File: src/rtl/uart_pkg.sv
// Shared definitions for the oversampling UART receiver: state encoding,
// default sizing and the mid-bit sample position.
package uart_pkg;

  typedef enum logic [2:0] {
    ST_IDLE,
    ST_START,
    ST_DATA,
    ST_PARITY,
    ST_STOP
  } rx_state_e;

  localparam int SCALE_DEF     = 16;
  localparam int DATA_BITS_DEF = 8;

  // First of the three vote samples; the other two follow on consecutive ticks.
  function automatic int mid_of(input int scale);
    return scale / 2 - 1;
  endfunction

endpackage

File: src/rtl/uart_rx_os_if.sv
// Receive-side byte handshake: one-entry holding register with status flags.
interface uart_rx_os_if #(
  parameter int DATA_BITS = 8
);

  logic [DATA_BITS-1:0] rx_data;
  logic                 rx_valid;
  logic                 rx_ready;
  logic                 parity_err;
  logic                 frame_err;
  logic                 break_det;

  modport master (
    output rx_data, rx_valid, parity_err, frame_err, break_det,
    input  rx_ready
  );

  modport slave (
    input  rx_data, rx_valid, parity_err, frame_err, break_det,
    output rx_ready
  );

endinterface

File: src/rtl/uart_rx_sync.sv
// Front end of the receiver: two-flop synchronizer on rxd with falling-edge
// detect, and conversion of bclk edges (either direction) into one-clock ticks.
module uart_rx_sync (
  input  logic clk,
  input  logic rstn,
  input  logic rxd,
  input  logic bclk,
  output logic rxd_s,
  output logic rxd_fall,
  output logic tick
);

  logic rxd_p0;
  logic rxd_p1;
  logic rxd_prev;
  logic bclk_prev;

  // Idle line is high, so the synchronizer powers up as if the line were idle.
  always_ff @(posedge clk or negedge rstn) begin
    if (!rstn) begin
      rxd_p0    <= 1'b1;
      rxd_p1    <= 1'b1;
      rxd_prev  <= 1'b1;
      bclk_prev <= 1'b0;
    end else begin
      rxd_p0    <= rxd;
      rxd_p1    <= rxd_p0;
      rxd_prev  <= rxd_p1;
      bclk_prev <= bclk;
    end
  end

  assign rxd_s    = rxd_p1;
  assign rxd_fall = rxd_prev & ~rxd_p1;
  assign tick     = bclk ^ bclk_prev;

endmodule

File: src/rtl/uart_rx_os.sv
// Oversampling UART receiver: frames start/data/parity/stop from a 2-of-3
// mid-bit vote and hands each byte over through a one-entry valid/ready register.
module uart_rx_os
  import uart_pkg::*;
#(
  parameter int SCALE     = SCALE_DEF,
  parameter int DATA_BITS = DATA_BITS_DEF
) (
  input  logic         clk,
  input  logic         rstn,
  input  logic         bclk,
  input  logic         BR_config_error,
  input  logic         rx_en,
  input  logic         parity_en,
  input  logic         parity_odd,
  input  logic         rxd,
  uart_rx_os_if.master rx,
  output logic         overrun_err,
  output logic         rx_busy
);

  localparam int CNT_W = $clog2(SCALE);
  localparam int BIT_W = (DATA_BITS > 1) ? $clog2(DATA_BITS) : 1;
  localparam int MID   = mid_of(SCALE);

  localparam logic [CNT_W-1:0] MID_C  = CNT_W'(MID);
  localparam logic [CNT_W-1:0] MID1_C = CNT_W'(MID + 1);
  localparam logic [CNT_W-1:0] DEC_C  = CNT_W'(MID + 2);
  localparam logic [CNT_W-1:0] LAST_C = CNT_W'(SCALE - 1);
  localparam logic [BIT_W-1:0] LBIT_C = BIT_W'(DATA_BITS - 1);

  function automatic logic maj3(input logic a, input logic b, input logic c);
    return (a & b) | (a & c) | (b & c);
  endfunction

  logic rxd_s;
  logic rxd_fall;
  logic tick;

  uart_rx_sync u_sync (
    .clk      (clk),
    .rstn     (rstn),
    .rxd      (rxd),
    .bclk     (bclk),
    .rxd_s    (rxd_s),
    .rxd_fall (rxd_fall),
    .tick     (tick)
  );

  rx_state_e        state_q;
  rx_state_e        state_d;
  logic [CNT_W-1:0] cnt_q;
  logic [BIT_W-1:0] bit_idx_q;
  logic             v0_q;
  logic             v1_q;

  logic active;
  logic at_dec;
  logic at_wrap;
  logic last_bit;
  logic vote;

  assign active   = rx_en & ~BR_config_error;
  assign at_dec   = tick & (cnt_q == DEC_C);
  assign at_wrap  = tick & (cnt_q == LAST_C);
  assign last_bit = (bit_idx_q == LBIT_C);
  assign vote     = maj3(v0_q, v1_q, rxd_s);

  // Strobes decoded from the current state
  logic busy_c;
  logic frame_start;
  logic shift_en;
  logic par_chk;
  logic stop_dec;

  always_ff @(posedge clk or negedge rstn) begin
    if (!rstn) state_q <= ST_IDLE;
    else       state_q <= state_d;
  end

  always_comb begin
    state_d = state_q;
    unique case (state_q)
      ST_IDLE:   if (rxd_fall) state_d = ST_START;
      ST_START: begin
        if (at_dec && vote) state_d = ST_IDLE;
        else if (at_wrap)   state_d = ST_DATA;
      end
      ST_DATA:   if (at_wrap && last_bit) state_d = parity_en ? ST_PARITY : ST_STOP;
      ST_PARITY: if (at_wrap) state_d = ST_STOP;
      ST_STOP:   if (at_dec) state_d = ST_IDLE;
      default:   state_d = ST_IDLE;
    endcase
    // Disabling drops any partial frame without touching the holding register.
    if (!active) state_d = ST_IDLE;
  end

  always_comb begin
    busy_c      = 1'b1;
    frame_start = 1'b0;
    shift_en    = 1'b0;
    par_chk     = 1'b0;
    stop_dec    = 1'b0;
    unique case (state_q)
      ST_IDLE: begin
        busy_c      = 1'b0;
        frame_start = active & rxd_fall;
      end
      ST_DATA:   shift_en = active & at_dec;
      ST_PARITY: par_chk  = active & at_dec;
      ST_STOP:   stop_dec = active & at_dec;
      default:   busy_c   = 1'b1;
    endcase
  end

  assign rx_busy = busy_c;

  // Bit timing: counter and bit index held at zero whenever idle or disabled
  always_ff @(posedge clk or negedge rstn) begin
    if (!rstn) begin
      cnt_q     <= '0;
      bit_idx_q <= '0;
      v0_q      <= 1'b1;
      v1_q      <= 1'b1;
    end else begin
      if (!active || state_q == ST_IDLE) begin
        cnt_q     <= '0;
        bit_idx_q <= '0;
      end else if (tick) begin
        cnt_q <= at_wrap ? '0 : cnt_q + 1'b1;
        if (at_wrap && state_q == ST_DATA) bit_idx_q <= bit_idx_q + 1'b1;
      end
      if (tick && cnt_q == MID_C)  v0_q <= rxd_s;
      if (tick && cnt_q == MID1_C) v1_q <= rxd_s;
    end
  end

  // Stage p0: frame assembly
  logic [DATA_BITS-1:0] shreg_p0;
  logic                 par_bit_p0;
  logic                 perr_p0;
  logic                 perr_n;
  logic                 ferr_n;
  logic                 brk_n;

  always_ff @(posedge clk) begin
    if (shift_en) shreg_p0   <= {vote, shreg_p0[DATA_BITS-1:1]};
    if (par_chk)  par_bit_p0 <= vote;
  end

  always_ff @(posedge clk or negedge rstn) begin
    if (!rstn)            perr_p0 <= 1'b0;
    else if (frame_start) perr_p0 <= 1'b0;
    else if (par_chk)     perr_p0 <= (vote != (^shreg_p0 ^ parity_odd));
  end

  assign perr_n = perr_p0;
  assign ferr_n = ~vote;
  assign brk_n  = ~vote & (shreg_p0 == '0) & (~parity_en | ~par_bit_p0);

  // Stage p1: holding register and handshake
  logic [DATA_BITS-1:0] data_p1;
  logic                 vld_p1;
  logic                 perr_p1;
  logic                 ferr_p1;
  logic                 brk_p1;
  logic                 pop;

  assign pop = vld_p1 & rx.rx_ready;

  // A pop in the same cycle as a stop decision frees the slot for the new byte.
  always_ff @(posedge clk or negedge rstn) begin
    if (!rstn) begin
      data_p1     <= '0;
      vld_p1      <= 1'b0;
      perr_p1     <= 1'b0;
      ferr_p1     <= 1'b0;
      brk_p1      <= 1'b0;
      overrun_err <= 1'b0;
    end else begin
      overrun_err <= 1'b0;
      if (stop_dec && (!vld_p1 || pop)) begin
        data_p1 <= shreg_p0;
        vld_p1  <= 1'b1;
        perr_p1 <= perr_n;
        ferr_p1 <= ferr_n;
        brk_p1  <= brk_n;
      end else begin
        if (stop_dec) overrun_err <= 1'b1;
        if (pop) begin
          vld_p1  <= 1'b0;
          perr_p1 <= 1'b0;
          ferr_p1 <= 1'b0;
          brk_p1  <= 1'b0;
        end
      end
    end
  end

  assign rx.rx_data    = data_p1;
  assign rx.rx_valid   = vld_p1;
  assign rx.parity_err = perr_p1;
  assign rx.frame_err  = ferr_p1;
  assign rx.break_det  = brk_p1;

endmodule
File: src/flat_wrapper.sv
// flat-port wrapper written by rule: the top's interface ports become plain ports
module uart_rx_os_flat import uart_pkg::*;
#(
  parameter int SCALE     = SCALE_DEF,
  parameter int DATA_BITS = DATA_BITS_DEF
)
  (clk, rstn, bclk, BR_config_error, rx_en, parity_en, parity_odd, rxd, overrun_err, rx_busy, rx_rx_data, rx_rx_valid, rx_parity_err, rx_frame_err, rx_break_det, rx_rx_ready);
  uart_rx_os_if #(.DATA_BITS(DATA_BITS)) rx_i ();
  input  logic clk;
  input  logic rstn;
  input  logic bclk;
  input  logic BR_config_error;
  input  logic rx_en;
  input  logic parity_en;
  input  logic parity_odd;
  input  logic rxd;
  output logic overrun_err;
  output logic rx_busy;
  output wire logic [$bits(rx_i.rx_data)-1:0] rx_rx_data;
  output wire logic [$bits(rx_i.rx_valid)-1:0] rx_rx_valid;
  output wire logic [$bits(rx_i.parity_err)-1:0] rx_parity_err;
  output wire logic [$bits(rx_i.frame_err)-1:0] rx_frame_err;
  output wire logic [$bits(rx_i.break_det)-1:0] rx_break_det;
  input wire logic [$bits(rx_i.rx_ready)-1:0] rx_rx_ready;
  assign rx_rx_data = rx_i.rx_data;
  assign rx_rx_valid = rx_i.rx_valid;
  assign rx_parity_err = rx_i.parity_err;
  assign rx_frame_err = rx_i.frame_err;
  assign rx_break_det = rx_i.break_det;
  assign rx_i.rx_ready = rx_rx_ready;
  uart_rx_os #(.SCALE(SCALE), .DATA_BITS(DATA_BITS)) u_core (.clk(clk), .rstn(rstn), .bclk(bclk), .BR_config_error(BR_config_error), .rx_en(rx_en), .parity_en(parity_en), .parity_odd(parity_odd), .rxd(rxd), .rx(rx_i), .overrun_err(overrun_err), .rx_busy(rx_busy));
endmodule
File: config.mk
export PLATFORM = sky130hd
export DESIGN_NAME = uart_rx_os_flat
export DESIGN_NICKNAME = d
export VERILOG_FILES = /design/src/rtl/uart_pkg.sv /design/src/rtl/uart_rx_os_if.sv /design/src/rtl/uart_rx_sync.sv /design/src/rtl/uart_rx_os.sv /design/src/flat_wrapper.sv
export SDC_FILE = /design/constraint.sdc
export NUM_CORES = 1
export LEC_CHECK = 0
export ABC_AREA = 1
export CAP_MARGIN = 40
export CORE_MARGIN = 2
export CORE_UTILIZATION = 50
export CTS_CLUSTER_DIAMETER = 150
export DETAILED_ROUTE_END_ITERATION = 8
export PLACE_DENSITY_LB_ADDON = 0.12
export SYNTH_ARGS = -nofsm -noshare
export SYNTH_HDL_FRONTEND = slang
export SYNTH_SLANG_ARGS = --single-unit
File: constraint.sdc
create_clock -name clk -period 1.9 [get_ports clk]
set_clock_uncertainty 0.2 [all_clocks]
set_input_delay 0.285 -clock clk [delete_from_list [all_inputs] [get_ports clk]]
set_output_delay 0.285 -clock clk [all_outputs]
set_load 0.05 [all_outputs]
==> impl_metrics.ini, run 1 <==
[critical_path]
slowest_stage = dfrtp_2
cp_cell_sequence = nor2_4 > inv_2 > nor2_4 > inv_1 > buf_4
timing.critical_path.max_delay_family = flip-flops
slowest_delay_ns = 0.46
setup.worst_path.end_class = primary output
worstPathRequired_ns = 1.41
reg2reg_from = u_core.state_q[2]
critPathBufInv = 3
startpoint_type = flop
worst-r2r-cell-count = 9
path_class = flop to primary output
r2r_slack_ns = 0.14
arrival_ns = 1.34
crit_top_cell = nor2_4
worst-path-max-fanout = 5
reg2reg_to = u_core.state_q[0]

[hold_path]
hold_class = flop to flop
worst_hold_path.num_cells = 0
holdPathEnd = u_core.u_sync.rxd_s
hold_path.startpoint = u_core.u_sync.rxd_p0

[finish]
area_growth_pct = 20.47
design_area_mm2 = 0.002437
antenna_cells = 0
final_nets = 276
drive_gt1_share_pct = 25.48
utilization_pct = 61.82

[detailed_routing]
route.met3.wl_um = 142
first_iter_violations = 95
ant_nets = 0
dr.pass1.iters = 4
num_vias = 1513
routedWlPerCell_um = 12.06
maxUsedRoutingLayer = met4
routed_wl_mm = 3.726
wl_met1_mm = 1.542
wl_met2_mm = 1.980
drt_drc_violations_left = 0
viasPerCell = 4.896

[placed_design]
place.gp.congestion = 0.8307
placed_cell_area_mm2 = 0.002316
hpwl_mm = 2.889
io_buffers = 22

[clock_tree]
clk_pin_slew_ns = 0.07
cts-htree-levels = 2
clock_latency_ns = 0.29
cts_setup_buffers = 0
cts_buffers = 5
postCtsHoldBufs = 0
cts.sinks = 39
root_buffer = clkbuf_8
clock_path_buffers = 2
cts_tree = yes

[synth]
synth_top_family_by_area = simple AND/OR/NAND/NOR gates
synth_simple_gate_area_share_pct = 25.11
synth.distinct_cells = 28
ys_warn_count = 0
ys_ff_latch = 39
synth_compound_area_share_pct = 7.854
netlist_area_mm2 = 0.002023
synthAdderAreaFrac_pct = 5.566
synthMuxAreaShare_pct = 0
synthXorXnorAreaFrac_pct = 2.165
seq_area_frac_synth_pct = 50.77
synth_cells = 222
avgSynthCellArea_um2 = 9.113
syn_nets = 240

[outcome]
status = finished, final reports clean

[timing]
maxSlewViolCount = 0
setup_viol = 0
relSlewSlack_pct = 75.01
rsz0062_at_grt = no
finalSetupTns_ns = 0
worst_pin_slew_ns = 0.3748
period_share_pct = 95.89
period_needed_ns = 1.822
hold_viol_final = 0
fmax_mhz = 548.8

[floorplan]
dieArea_mm2 = 0.004571
rows = 23
start_util_pct = 51.32
ios = 23
core_area_mm2 = 0.003943
die_y_um = 67.61
fp.dieW_um = 67.61

[power]
power_density_mw_per_mm2 = 705.5
vdd_drop_max_mv = 0.4179
design_power_total_mw = 1.720
p_leak_nw = 1.205

[global_routing]
grt_first_pass_wirelength_mm = 6.092
antenna_found_initial = 0
overflow = 0
grt_max_degree = 31
track_usage_pct = 18.13
grt_pass1_vias = 1429

[run]
cap_viol_max_count = 0
-- synthesized netlist by cell type (all sizes together) --
library cell	instances	area, µm²
a211oi	1	7.510
a21oi	2	10.01
a31oi	1	6.260
buf	1	20.02
dfrtp	25	625.6
dfstp	5	131.4
edfxtp	9	270.3
ha	9	112.6
inv	40	152.7
nand2	57	234.0
nand3	25	135.1
nand4	2	12.51
nor2	16	101.4
nor3	5	25.02
o211ai	1	7.510
o21ai	18	127.6
xnor2	3	26.28
xor2	2	17.52
-- cells by family after synthesis --
| family | count (synthesis) |
|---|---|
| AO/OA/AOI/OAI | 23 |
| XOR/XNOR | 5 |
| adder cells (fa/ha/maj) | 9 |
| buffers and inverters | 41 |
| flip-flops | 39 |
| AND/OR/NAND/NOR | 105 |
-- layout make-up --
| type | count | area (µm²) |
|---|---|---|
| multi-input cells | 142 | 840.8 |
| repair buffers | 30 | 245.2 |
| flip-flops and latches | 39 | 1028 |
| inverters | 40 | 152.6 |
| clock buffers | 5 | 68.82 |
| well taps | 50 | 62.56 |
| fillers | 334 | 1505 |
| clock inverters | 3 | 38.79 |
-- worst reg2reg max path, stage by stage, from the launching register on --
cell     delay, ns
dfrtp_1       0.45
inv_2         0.13
nand2_1       0.13
nor2_1        0.30
nand2_1       0.09
nand2_1       0.06
nand2_1       0.10
nand3_1       0.11
nand2_1       0.05
nand2_1       0.07
-- cell usage in the layout (no fill, tap or decap), types with 7 or more instances in the layout --
| cell type | Yosys | final |
|---|---|---|
| nand2_1 | 53 | 53 |
| nand3_1 | 23 | 23 |
| o21ai_2 | 10 | 10 |
| clkdlybuf4s50_1 | 0 | 8 |
| inv_2 | 6 | 7 |
| buf_4 | 0 | 22 |
| edfxtp_1 | 9 | 9 |
| nor2_1 | 11 | 10 |
| dfrtp_1 | 25 | 24 |
| ha_1 | 9 | 9 |
| inv_1 | 33 | 32 |
-- timing repair --
item                                    CTS  global route
endpoints found under the setup margin    1             4
resized for setup                         2             3
pin swaps                                 0             1
-- per-layer routing --
metal  track usage [%]  up-vias
met5                 0        -
met4             7.908        0
met3             4.667        7
met2             32.72       22
met1             19.87      705
li1                  -      779
-- stage by stage --
stage               setup WS [ns]  hold slack, ns  std cells
CTS                       0.01240          0.1584        309
global route              0.02543          0.1607        309
finish                    0.07800          0.1563        309
floorplan                  0.1164         -0.2106        222
global placement         -0.01682          0.1456        301
detailed placement       -0.03592          0.1476        301
-- report_power, final --
group	internal, mW	total (mW)	switching [mW]	leakage [nW]
registers	0.869	0.884	0.0147	0.481
logic	0.0581	0.163	0.105	0.668
clock network	0.384	0.672	0.288	0.0556
-- registers in the layout, indices dropped and copies added, names as in the netlist, 3 cells and up --
name and flops:
u_core.state_q 3, u_core.shreg_p0 8, u_core.cnt_q 4, u_core.rx.rx_data 8, u_core.bit_idx_q 3
-- worst max-delay path by stage --
| stage | startpoint | end | slack, ns | cells after the start |
|---|---|---|---|---|
| detailed placement | bclk | u_core.rx.rx_data[3] | -0.04 | 11 |
| CTS | u_core.state_q[0] | rx_busy | 0.01 | 5 |
| finish | u_core.state_q[0] | rx_busy | 0.08 | 5 |
| floorplan | u_core.cnt_q[1] | u_core.shreg_p0[0] | 0.12 | 6 |
| global placement | bclk | u_core.shreg_p0[2] | -0.02 | 6 |
| global route | u_core.cnt_q[0] | u_core.state_q[0] | 0.03 | 9 |
(Power assumes the default switching activity.)
==> run 2, diff against run 1 <==
- HOLD_SLACK_MARGIN: not set -> 0.12
- PLACE_DENSITY: not set -> 0.77
- PLACE_DENSITY_LB_ADDON: 0.12 -> not set
==> run 2 against run 1 <==
Against the previous run: total power shrank 8.3%; combinational power hardly changed; largest power group unchanged; setup slack got worse by 0.012 ns.
==> impl_metrics.ini, run 2 (synthesized netlist as in run 1, its figures left out) <==
[outcome]
status = finished, final reports clean

[timing]
worst_pin_slew_ns = 0.3848
setup_viol = 0
fmax_mhz = 545.2
period_share_pct = 96.53
relSlewSlack_pct = 74.34
hold_ws_ns = 0.1535
maxSlewViolCount = 0
hold_viol_final = 0
period_needed_ns = 1.834
setup_slack_ns = 0.06586

[power]
vdd_drop_max_mv = 0.4476
power_density_mw_per_mm2 = 656.8
seqPwrFrac_pct = 56.0
swShare_pct = 24.76
p_sw_mw = 0.3905
p_leak_nw = 1.185
p_int_mw = 1.187
clock_power_share_pct = 33.8
power_frac_comb_pct = 10.2

[clock_tree]
root_buffer = clkbuf_8
cts.sinks = 39
clock_path_buffers = 2
cts_tree = yes
clock_latency_ns = 0.29
cts_buffers = 5
cts-htree-levels = 2
clk_pin_slew_ns = 0.07

[placed_design]
dpl.cell_count = 299
place.gp.congestion = 0.8791
hpwl_mm = 2.533
place_ws_ns = -0.1091
io_buffers = 22

[critical_path]
startpoint_type = flop
slowest_delay_ns = 0.45
slowest_stage = dfrtp_2
setup.worst_path.end_class = primary output
worst-path-max-fanout = 5
critPathBufInv = 3
timing.critical_path.max_delay_family = flip-flops
cp_cell_sequence = nor2_2 > inv_2 > nor2_4 > inv_1 > buf_4
path_class = flop to primary output
arrival_ns = 1.35
worstPathRequired_ns = 1.41

[detailed_routing]
num_vias = 1484
routed_wl_mm = 3.398
drt_drc_violations_left = 0
first_iter_violations = 92
dr.pass1.iters = 4
ant_nets = 0
viasPerCell = 4.818
routedWlPerCell_um = 11.03

[hold_path]
hold_class = flop to flop

[floorplan]
ios = 23
start_util_pct = 51.32
die_y_um = 67.61
dieArea_mm2 = 0.004571
fp.dieW_um = 67.61
rows = 23
core_area_mm2 = 0.003943

[global_routing]
grt_first_pass_wirelength_mm = 5.954
grt_max_degree = 31
antenna_found_initial = 0
track_usage_pct = 17.89
grt_pass1_vias = 1396
overflow = 0

[finish]
utilization_pct = 60.90
final_nets = 275
antenna_cells = 0
area_growth_pct = 18.68
layout.cells.non_filler = 308
final_common_cell = nand2_1
drive_gt1_share_pct = 24.81
nFillCells = 337
layout_common_cells = nand2_1, inv_1, dfrtp_1, nand3_1, buf_4

[run]
cap_viol_max_count = 0
run 2: path summary, 6_finish.rpt:
check / start / to / slack (ns) / cells after the start
setup reg to reg: u_core.cnt_q[1] / u_core.rx.rx_data[7] / 0.16 / 11
min in group asynchronous: rstn / u_core.u_sync.bclk_prev / 0.18 / 2
max in group asynchronous: rstn / u_core.u_sync.rxd_prev / 1.00 / 2
setup / recovery: u_core.state_q[0] / rx_busy / 0.07 / 5
hold / removal: u_core.u_sync.rxd_p0 / u_core.u_sync.rxd_s / 0.15 / 0
hold reg to reg: u_core.u_sync.rxd_p0 / u_core.u_sync.rxd_s / 0.15 / 0
run 2: final cells by class:
| type | count | area (µm²) | area share (%) |
|---|---|---|---|
| sequential | 39 | 1028 | 42.84 |
| clock inverter | 1 | 5.005 | 0.2084 |
| inverter | 40 | 152.6 | 6.357 |
| timing repair buffer | 29 | 237.7 | 9.901 |
| clock buffer | 7 | 76.32 | 3.179 |
| tap | 50 | 62.56 | 2.606 |
| multi-input combinational | 142 | 838.3 | 34.91 |
run 2: timing repair:
item                       CTS  global route
setup endpoints to repair    1             4
buffers inserted             1             0
resized for setup            1             3
hold buffers                 0             0
pin swaps                    1             0
run 2: power by group through the flow:
| stage | clock network, mW | logic, mW | registers (mW) |
|---|---|---|---|
| finish | 0.533 | 0.161 | 0.883 |
| global route | 0.585 | 0.182 | 0.884 |
| CTS | 0.561 | 0.159 | 0.881 |
| detailed placement | 0 | 0.152 | 0.898 |
| global placement | 0 | 0.150 | 0.898 |
| floorplan | 0 | 0.0939 | 0.895 |
run 2: worst register-to-register path: stages (launching register included):
cell and delay, ns:
dfrtp_1 0.40, inv_1 0.10, ha_1 0.16, inv_2 0.04, nor2_4 0.11, nand3_2 0.09, inv_2 0.09, nand2_4 0.06
nor2_4 0.11, inv_4 0.11, nand2_1 0.10, o21ai_2 0.05
run 2: through the flow:
stage / setup TNS [ns] / total power, mW / area, µm²
finish: 0 / 1.577 / 2401
global placement: -0.7873 / 1.048 / 2301
global route: -0.01725 / 1.651 / 2401
floorplan: 0 / 0.9886 / 2028
detailed placement: -2.040 / 1.050 / 2301
CTS: 0 / 1.601 / 2392
run 2: layer usage:
metal	vias up	share of wire, %	global-route usage [%]
met5	-	0	0
met4	0	1.0	7.143
met2	20	47	28.06
met1	684	47	22.89
li1	776	-	-
met3	4	4.1	5.667
==> run 3, diff against run 2 <==
- CORE_MARGIN: 2 -> not set
- RECOVER_POWER: not set -> 25
- SYNTH_HIERARCHICAL: not set -> 1
==> run 3 against run 2 <==
Against the previous run: global-route usage up 2.2 points; first-iteration DRC count down 9.8%; die area down 8.1%; hold slack improved by 0.0093 ns; cell count grew 0.65%; register-to-register slack about the same; critical path depth is 4 higher; core utilization increased by 3.6 points; non-clock buffer count increased by 3; sequential power increased by 0.9%; critical endpoint is now u_core/shreg_p0[3]; largest power group unchanged.
==> impl_metrics.ini, run 3 <==
[hold_path]
hold_class = flop to flop
hold_path.startpoint = u_core/u_sync/rxd_p0

[critical_path]
setup.worst_path.end_class = flop
path_class = input pin to flop
crit_top_cell = nand2_1
timing.critical_path.max_delay_family = buffers and inverters
startpoint_type = input pin
slowest_delay_ns = 0.45
critPathLaunch = bclk
slowest_stage = clkdlybuf4s50_1
cp_cell_sequence = clkdlybuf4s50_1 > inv_1 > nand2_1 > nand2_1 > nand2_1 > nor2_4 > nand2_1 > nor3_4 > buf_12
arrival_ns = 1.56
worstPathRequired_ns = 1.71
worst-path-max-fanout = 8
critPathBufInv = 3
reg2reg_from = u_core/cnt_q[1]

[synth]
synth.distinct_cells = 28
yosysMostFrequentCell = nand2_1
syn_nets = 242
async_flop_share_pct = 76.92
ys_ff_latch = 39
synth_edf_count = 9
synth_area_leader_cell = dfrtp_1
synth_cells = 224
avgSynthCellArea_um2 = 8.803
netlist_area_mm2 = 0.001972
synth_top_flop_cell = dfrtp_1
synth_area_leaders = dfrtp_1, edfxtp_1, nand2_1, inv_1, dfstp_2
yosys.area.top_type_share_pct = 31.73
ys_warn_count = 6
synthTopCellsByCount = nand2_1, inv_1, dfrtp_1
seq_area_frac_synth_pct = 52.09

[timing]
period_share_pct = 91.70
period_needed_ns = 1.742
fmax_mhz = 574.0
setup_viol = 0
worst_pin_slew_ns = 0.7221
rsz0062_at_grt = no
maxSlewViolCount = 0
relSlewSlack_pct = 51.86
hold_viol_final = 0

[clock_tree]
cts.sinks = 39
cts-htree-levels = 2
root_buffer = clkbuf_8
cts_tree = yes
clock_path_buffers = 2
clock_latency_ns = 0.29
postCtsHoldBufs = 0
clk_pin_slew_ns = 0.07
cts_buffers = 5

[power]
vdd_drop_max_mv = 0.3972
power_frac_comb_pct = 11.8
seqPwrFrac_pct = 55.0
power_density_mw_per_mm2 = 675.9
p_sw_mw = 0.4190
clock_power_share_pct = 33.2
swShare_pct = 25.84
design_power_total_mw = 1.621
p_int_mw = 1.202
p_leak_nw = 1.149

[finish]
antenna_cells = 0
layout.cells.non_filler = 310
area_growth_pct = 21.64
nFillCells = 329
drive_gt1_share_pct = 17.94
final_common_cell = nand2_1
design_area_mm2 = 0.002399
layout_common_cells = nand2_1, inv_1, dfrtp_1, buf_4, nor2_1
final_nets = 279
utilization_pct = 64.55

[placed_design]
hpwl_mm = 2.738
dpl.cell_count = 302
placed_cell_area_mm2 = 0.002310
io_buffers = 22
place.gp.congestion = 0.8524

[global_routing]
antenna_found_initial = 0
grt_pass1_vias = 1490
track_usage_pct = 20.13
grt_max_degree = 31
grt_first_pass_wirelength_mm = 6.313
overflow = 0

[outcome]
status = finished, final reports clean

[floorplan]
dieArea_mm2 = 0.004199
start_util_pct = 53.06
core_area_mm2 = 0.003716
fp.dieW_um = 64.80
die_y_um = 64.80
ios = 23
rows = 22

[detailed_routing]
num_vias = 1514
dr.pass1.iters = 4
first_iter_violations = 83
drt_drc_violations_left = 0
viasPerCell = 4.884
routed_wl_mm = 3.514
routedWlPerCell_um = 11.34
ant_nets = 0

[run]
cap_viol_max_count = 0
==> run 3: cell count changes after synthesis, moves of 2 or more <==
cell     previous run  this run
nand3_2             2         0
nor2_1             11        15
o21ai_2            10         0
o21ai_0             2         5
o21ai_1             6         9
a21oi_1             2         7
nand3_1            23        12
o22ai_1             0         3
inv_1              33        37
inv_2               6         0
nand2_1            53        58
nand2_4             2         0
==> run 3: stage by stage <==
step	hold slack [ns]	TNS, ns	setup slack (ns)
global route	0.1687	0	0.01836
global placement	0.1460	-2.212	-0.1255
detailed placement	0.1475	-3.397	-0.1607
floorplan	-0.2106	0	0.1009
finish	0.1628	0	0.1578
CTS	0.1586	0	0.1448
==> run 3: path summary, 6_finish.rpt <==
| kind | endpoint | slack (ns) | cells past startpoint |
|---|---|---|---|
| max | u_core/shreg_p0[3] | 0.16 | 9 |
| min | u_core/u_sync/rxd_s | 0.16 | 0 |
| max reg2reg | u_core/shreg_p0[3] | 0.16 | 7 |
| min reg2reg | u_core/u_sync/rxd_s | 0.16 | 0 |
| min in group asynchronous | u_core/rx.rx_data[0] | 0.37 | 2 |
| max in group asynchronous | u_core/cnt_q[2] | 0.66 | 2 |
==> run 3: timing repair <==
item                       4_1_cts  5_1_grt
resized for setup                0        1
setup endpoints to repair        0        3
setup buffers                    0        0
==> run 3: cell type report <==
cell class | instances | area [µm²] | share of cell area, %
Sequential cell | 39 | 1027 | 42.83
Multi-Input combinational cell | 146 | 800.8 | 33.39
Timing Repair Buffer | 32 | 282.8 | 11.79
Inverter | 37 | 138.9 | 5.790
Clock buffer | 5 | 68.82 | 2.869
Tap cell | 48 | 60.06 | 2.504
Clock inverter | 3 | 20.02 | 0.8346
==> run 3: metal layers <==
layer	track usage (%)	part of all wire [%]	vias to the layer above
met5	0	0	-
met4	6.389	0.97	0
met3	5.810	5.2	7
met2	35.68	50	35
met1	23.10	43	683
li1	-	-	789
==> run 3: logic make-up (layout without fill, tap and decap cells) <==
group / Yosys count / after routing / synth area share [%]
AO/OA/AOI/OAI: 28 / 28 / 7.805
XOR/XNOR: 6 / 6 / 2.665
adder cells (fa/ha/maj): 9 / 9 / 5.711
buffers and inverters: 39 / 77 / 7.995
flip-flops: 39 / 39 / 52.09
AND/OR/NAND/NOR: 103 / 103 / 23.73
==> run 3: power by group through the flow <==
stage                     registers, mW  clock network, mW  logic (mW)
after global placement            0.907                  0       0.191
after global routing              0.893              0.597       0.210
after detailed placement          0.908                  0       0.194
final                             0.891              0.538       0.192
after floorplan                   0.929                  0      0.0860
after CTS                         0.892              0.562       0.195
